## config.mk

```make
export PLATFORM = sky130hd
export DESIGN_NAME = multicycle_sequencer
export DESIGN_NICKNAME = d
export VERILOG_FILES = /design/src/rtl/multicycle_sequencer.sv
export SDC_FILE = /design/constraint.sdc
export NUM_CORES = 1
export LEC_CHECK = 0
export ABC_CLOCK_PERIOD_IN_PS = 1500
export BUFFER_PORTS_ARGS = -buffer_cell sky130_fd_sc_hd__buf_2
export CAP_MARGIN = 20
export CORE_MARGIN = 2
export CORE_UTILIZATION = 47
export DETAILED_ROUTE_END_ITERATION = 16
export GPL_ROUTABILITY_DRIVEN = 0
export PLACE_DENSITY = 0.76
export SYNTH_ARGS = -nofsm -noshare
export SYNTH_HDL_FRONTEND = slang
export SYNTH_SLANG_ARGS = --single-unit
```

## constraint.sdc

```tcl
create_clock -name clk -period 1.5 [get_ports clk]
set_input_delay 0.225 -clock clk [delete_from_list [all_inputs] [get_ports clk]]
set_output_delay 0.225 -clock clk [all_outputs]
set_load 0.02 [all_outputs]
```

## src/rtl/multicycle_sequencer.sv

```systemverilog
// multicycle_sequencer: multi-cycle FETCH/DECODE/EXEC/MEM/WB control FSM with memory watchdog and retire counter
module multicycle_sequencer #(
  parameter int WATCHDOG_CYCLES = 15,
  parameter int RETIRE_CNT_W    = 16
) (
  input  logic                    clk,
  input  logic                    rst_n,
  input  logic                    run,
  input  logic [3:0]              opcode,
  input  logic                    zero,
  input  logic                    imem_ready,
  input  logic                    dmem_ready,
  output logic                    imem_req,
  output logic                    ir_write,
  output logic                    pc_write,
  output logic                    pc_src,
  output logic                    reg_dest,
  output logic                    alu_src,
  output logic [1:0]              alu_op,
  output logic                    mem_to_reg,
  output logic                    mem_read,
  output logic                    mem_write,
  output logic                    reg_write,
  output logic                    branch_taken,
  output logic                    illegal_op,
  output logic                    mem_fault,
  output logic                    halted,
  output logic [2:0]              state,
  output logic [RETIRE_CNT_W-1:0] retired_count
);
  typedef enum logic [2:0] {FETCH = 3'd0, DECODE = 3'd1, EXEC = 3'd2, MEM = 3'd3, WB = 3'd4} state_t;
  state_t                  state_q, state_d;
  logic [7:0]              wd_q, wd_d;
  logic [RETIRE_CNT_W-1:0] ret_q;
  logic                    oor_q;
  logic                    is_r, is_i, is_lw, is_sw, is_beq, legal;
  logic                    waiting, rdy, fault, retire, taken;
  always_comb begin
    is_r       = opcode[3:2] == 2'b00 && opcode[1:0] != 2'b11;
    is_i       = opcode[3:2] == 2'b10 && opcode[1:0] != 2'b00;
    is_lw      = opcode == 4'b1100;
    is_sw      = opcode == 4'b1101;
    is_beq     = opcode == 4'b1111;
    legal      = is_r | is_i | is_lw | is_sw | is_beq;
    imem_req   = state_q == FETCH && run && oor_q;
    waiting    = imem_req || state_q == MEM;
    rdy        = state_q == MEM ? dmem_ready : imem_ready;
    // the limit cycle still honours a same-cycle ready; only a miss there aborts
    fault      = waiting && !rdy && wd_q == 8'(WATCHDOG_CYCLES - 1);
    wd_d       = (waiting && !rdy && !fault) ? wd_q + 8'd1 : 8'd0;
    taken      = is_beq && zero;
    ir_write   = 1'b0;
    pc_write   = 1'b0;
    pc_src     = 1'b0;
    reg_dest   = 1'b0;
    alu_src    = 1'b0;
    alu_op     = 2'b00;
    mem_to_reg = 1'b0;
    mem_read   = 1'b0;
    mem_write  = 1'b0;
    reg_write  = 1'b0;
    branch_taken = 1'b0;
    illegal_op = 1'b0;
    retire     = 1'b0;
    state_d    = state_q;
    case (state_q)
      FETCH: begin
        ir_write = imem_req && imem_ready;
        pc_write = imem_req && imem_ready;
        state_d  = (imem_req && imem_ready) ? DECODE : FETCH;
      end
      DECODE: begin
        illegal_op = !legal;
        state_d    = legal ? EXEC : FETCH;
      end
      EXEC: begin
        alu_src      = is_i | is_lw | is_sw;
        alu_op       = is_r ? 2'b10 : is_i ? 2'b11 : is_beq ? 2'b01 : 2'b00;
        pc_write     = taken;
        pc_src       = taken;
        branch_taken = taken;
        retire       = is_beq;
        state_d      = (is_lw | is_sw) ? MEM : (is_r | is_i) ? WB : FETCH;
      end
      MEM: begin
        alu_src   = 1'b1;
        mem_read  = is_lw && !fault;
        mem_write = !is_lw && !fault;
        retire    = dmem_ready && !is_lw;
        state_d   = dmem_ready ? (is_lw ? WB : FETCH) : fault ? FETCH : MEM;
      end
      WB: begin
        reg_write  = 1'b1;
        reg_dest   = is_r;
        mem_to_reg = is_lw;
        retire     = 1'b1;
        state_d    = FETCH;
      end
      default: state_d = FETCH;
    endcase
    mem_fault     = fault;
    halted        = state_q == FETCH && !run;
    state         = state_q;
    retired_count = ret_q;
  end
  always_ff @(posedge clk or negedge rst_n) begin
    if (!rst_n) begin
      state_q <= FETCH;
      wd_q    <= 8'd0;
      ret_q   <= '0;
      oor_q   <= 1'b0;
    end else begin
      state_q <= state_d;
      wd_q    <= wd_d;
      ret_q   <= retire ? ret_q + RETIRE_CNT_W'(1) : ret_q;
      oor_q   <= 1'b1;
    end
  end
endmodule

```

* Yosys cells after proc, flatten, opt, wreduce, memory -nomap -nowiden
Index checks and enable logic that the tools add are counted.
Storage, ports and cells: register bits 28, bits of input ports 10, output and inout port bits 35, word-level logic and storage cells 70
Cells by class: $add $sub $neg 2, equality and inequality tests 10, multiplexer cells 25, bitwise logic cells 7, reduce and logical (&&, ||, !) cells 22
Operators with widths (count):
- $add A16 B1 Y16 const B | 1
- $logic_and A1 B1 Y1 | 13
- $eq A4 B4 Y1 const B | 3
- $mux W3 | 4
- $pmux W3 S4 | 1
- $mux W1 | 11
- $mux W2 | 5
- $add A8 B1 Y8 const B | 1
- $eq A8 B4 Y1 const B | 1
- $mux W8 | 1
- $or A1 B1 Y1 | 7
- $eq A3 B2 Y1 const B | 2
- $logic_not A1 Y1 | 5
- $pmux W1 S2 | 2
- $eq A3 B1 Y1 const B | 1
- $eq A3 B3 Y1 const B | 1
- $logic_not A3 Y1 | 1
- $pmux W1 S3 | 1
- $eq A2 B2 Y1 const B | 1
- $logic_not A2 Y1 | 1
- $ne A2 B2 Y1 const B | 1
- $reduce_bool A2 Y1 | 1
- $logic_or A1 B1 Y1 | 1

* Depth between registers and ports, before layout
depth after elaboration 9, mapped depth 6

* Least setup slack after synthesis
OpenSTA, ideal clock, no wires.
path kind register to output, from reg state_q[0] (netlist: state[0]), to out pc_src, arrival 1.838 ns, required time 1.275 ns, slack -0.563 ns, cell stages (with the launch flop) 7, path buffers 3, cells stage by stage dfrtp_1 buf_6 and4bb_4 nand4_4 buf_4 nor2_1 buf_4
Between the ends: longest elaborated chain between the ends 2
RTL lines:
- from (decl) | line 32 | state_t state_q, state_d;
- from (signal assigned) | line 113 | state_q <= state_d;
- $eq A3 B2 Y1
- $mux W1
- to (decl) | line 16 | output logic pc_src,
Every way passes these cells.

* Worst setup path after layout
from reg state_q[2] (netlist: state[2]), to out pc_write
Between the ends: longest elaborated chain between the ends 5, elaborated cells on any way between the ends 6, those cells by class eq/ne (1); mux (1); reduce/logical (4)
RTL lines:
- $logic_not A3 Y1 | line 45, 66
- $logic_and A1 B1 Y1 (2 in a row) | line 45 | imem_req = state_q == FETCH && run && oor_q;
- $logic_and A1 B1 Y1 | line 69 | pc_write = imem_req && imem_ready;
- $pmux W1 S2 * | line 66 | case (state_q)
- to (decl) | line 15 | output logic pc_write,
Mark *: on every way between the ends. The rest lies on a longest branch, timed or not.

==> metrics.md <==
| Metric | Value |
|---|---|
| Outcome | finished with violations |
| Failing checks | negative setup slack |
| DR vias/cell | 5.633 |
| Pre-CTS WS | -0.1425 ns |
| DRC | 0 |
| Final period util | 1.345 |
| Vias | 1752 |
| Synth Instances | 165 |
| Cells along the critical path | or3_4, buf_6, nor2_4, nand2_2, o21ai_2, buf_6 |
| Total core area | 3363 um2 |
| Crit path depth | 6 |
| Cell repeated most along the worst path | buf_6 |
| Final WL | 6.186 mm |
| Hold Path Stages | 2 |
| Pint | 1.185 mW |
| Reg area | 703.2 um2 |
| Tightest Hold Check Type | in2reg |
| Psw | 578.5 uW |
| Sequential power share | 0.494 |
| Register bit count reported by yosys | 28 |
| Vert. Die Dim | 63.37 um |
| Clk_lat worst skew | ~0.36 ns |
| Final antenna-violating net count | 0 |
| Buffers & Inverters on Critical Path | 2 |
| Vias in the first global route | 1562 |
| Dpl hpwl | approximately 2.8 mm |
| Maximum vdd drop | 0.0007055 V |
| Synth Warn # | 0 |
| CP endpoint kind | output port |
| Synth Flop Type | dfrtp_1 |
| H-tree depth | 1 |
| DIE AREA | 4016 um2 |
| First-pass GRT wire length | 7.327 mm |
| Tmin final | slightly above 2 ns |
| Worst R2R Path Depth | 8 |
| Max Cap Viol | 0 |
| Nets | 279 |
| Crit-path max FO | 4 |
| CTS tree | yes |
| Cell family with most CP delay | simple AND/OR/NAND/NOR gates |
| Wire per inst | ~20 um |
| First drt pass iteration count | 4 |
| Fin. max-slew vios | 0 |
| Final hold slack | slightly above 0.2 ns |
| Reg clk slew, reported paths | 0.15 ns |
| Non-filler cells, final | 311 |
| Area Growth Syn to Fin | 74.32% |
| Number of synthesized flops with an enable pin | 0 |
| Final Hold Viols | 0 |
| Sequential fraction of the synthesis area | 0.4230 |
| CP Class | reg2out |
| Post-layout util | 0.8586 |
| Cell area after layout | 2888 um2 |
| Critical path's largest stage delay | approximately 0.45 ns |
| Setup violators final | between 40 and 50 |
| Syn avg cell area | 10.04 um2 |
| Combinational Power Share | 0.280 |
| Cell area after synthesis | approximately 1700 um2 |
| CTS Buf Count | 3 |
| Layout cells sized above 1 | 0.5811 |
| Final worst slack | -0.5170 ns |
| Number of instances in the placed design | 279 |
| Clock Skew | 0.01330 ns |
| Diodes inserted | 0 |
| DP Area | 2167 um2 |
| Required @ worst endpoint | roughly 1.3 ns |
| Fmax | 0.4958 GHz |
| Total power draw | 1.763 mW |
| Mapped Nets | 178 |
| RSZ-0062 raised after global routing | true |
| Worst EP arrival | 1.79 ns |
| Filler instances | 160 |
| Io pins | 45 |
| Initial antenna violation count | 0 |
| Die W | 63.37 um |
| Row count | 21 |
| Leakage | 1.394 nW |
| Synth async-reset ratio | 1.000 |
| Clk buf depth | 2 |
| Port Buf Inserts | 44 |
| Clock power share | 0.226 |
| PwrDens | approximately 610 nW/um2 |
| Root Buffer | clkbuf_4 |
| GRT Total Usage | 0.2305 |
| CP Launch Type | flip-flop |
| CP max stage cell | dfrtp_1 |
| TNS Setup | -11.04 ns |
| Starting density of the core | 0.4926 |
| Pin count of the biggest net entering global routing | 29 |
| Sw Share | 0.3281 |
| Initial DRC count | 95 |
| Number of distinct library cells after synthesis | 44 |
| Congestion Overflow GR | 0 |
| CTS sink cnt | 28 |
| Area of the multi-input gates | 1190 um2 |
==> routing by layer <==
metal,track usage,share of wire,up-vias
met4,0.06522,0.046,0
met3,0.02143,0.045,19
met2,0.4039,0.52,71
met5,0,0,-
met1,0.3035,0.39,882
li1,-,-,780
==> worst paths after layout <==
| check | start | to | slack [ns] |
|---|---|---|---|
| worst max-delay path | state[2] | pc_write | -0.52 |
| worst min-delay path | dmem_ready | state[2] | 0.21 |
| worst max register to register | state[1] | retired_count[14] | -0.31 |
| worst min register to register | retired_count[15] | retired_count[15] | 0.49 |
| max in group asynchronous | rst_n | state[0] | 0.82 |
| min in group asynchronous | rst_n | retired_count[3] | 0.38 |
==> flip-flops by register name, indices dropped and copies added (netlist names) <==
register       flops
state              3
retired_count     16
wd_q               8
oor_q              1
==> power groups by stage <==
stage	sequential [mW]	clock (mW)	combinational (mW)
after floorplan	0.924	0	0.149
after global placement	0.876	0	0.344
after detailed placement	0.877	0	0.351
after CTS	0.862	0.390	0.416
after global routing	0.880	0.418	0.526
final	0.871	0.399	0.493
==> final cells by class <==
class | instances | share of cell area
clock buffer | 4 | 0.01256
inverter | 4 | 0.005199
multi-input combinational | 127 | 0.4120
sequential | 28 | 0.2435
tap | 46 | 0.01993
timing repair buffer | 102 | 0.3068
==> repair_timing <==
| item | CTS | global route |
|---|---|---|
| cloned | 0 | 1 |
| endpoints found under the setup margin | 40 | 42 |
| hold endpoints to repair | 28 | 0 |
| hold buffers | 1 | 0 |
| pin swaps | 12 | 24 |
| setup buffers | 13 | 16 |
| gates resized for setup | 50 | 58 |
==> cells in the mapped netlist, types with 3 or more instances <==
master / number / area [um2]
nor2_1: 21 / 78.83
and4_1: 3 / 26.28
dfrtp_1: 28 / 700.7
xor2_1: 20 / 175.2
nand4_1: 4 / 25.02
nand2_1: 15 / 56.30
inv_1: 4 / 15.01
nand3_1: 8 / 40.04
buf_4: 3 / 22.52
o21ai_0: 3 / 15.01
a21oi_1: 11 / 55.05
and3_1: 3 / 18.77
ha_1: 3 / 37.54
==> cell families after synthesis <==
family          Yosys count  synth area share
simple gates             75            0.2681
flops                    28            0.4230
compound gates           26            0.1269
xor+xnor                 21            0.1110
buf+inv                  10           0.03927
fa+ha+maj                 3           0.02266
other cells               1          0.002264
mux                       1          0.006797
==> cell usage in the layout (no fill, tap or decap), drive strengths merged, types with 2 or more instances in the layout <==
master	netlist	layout
xor2	20	20
nand2	15	15
and2	2	2
or3	2	2
a21oi	11	11
and4	3	3
nand3	8	8
ha	3	3
and3	3	3
o21ai	4	4
nor2	21	21
a21o	2	2
dfrtp	28	28
a2111oi	2	2
nor3	2	2
buf	5	100
nor3b	2	2
a31oi	2	2
nand2b	2	2
nand4	5	5
inv	4	4
clkbuf	1	5
a211oi	2	2
nor4	2	2
(Power assumes the default switching activity.)
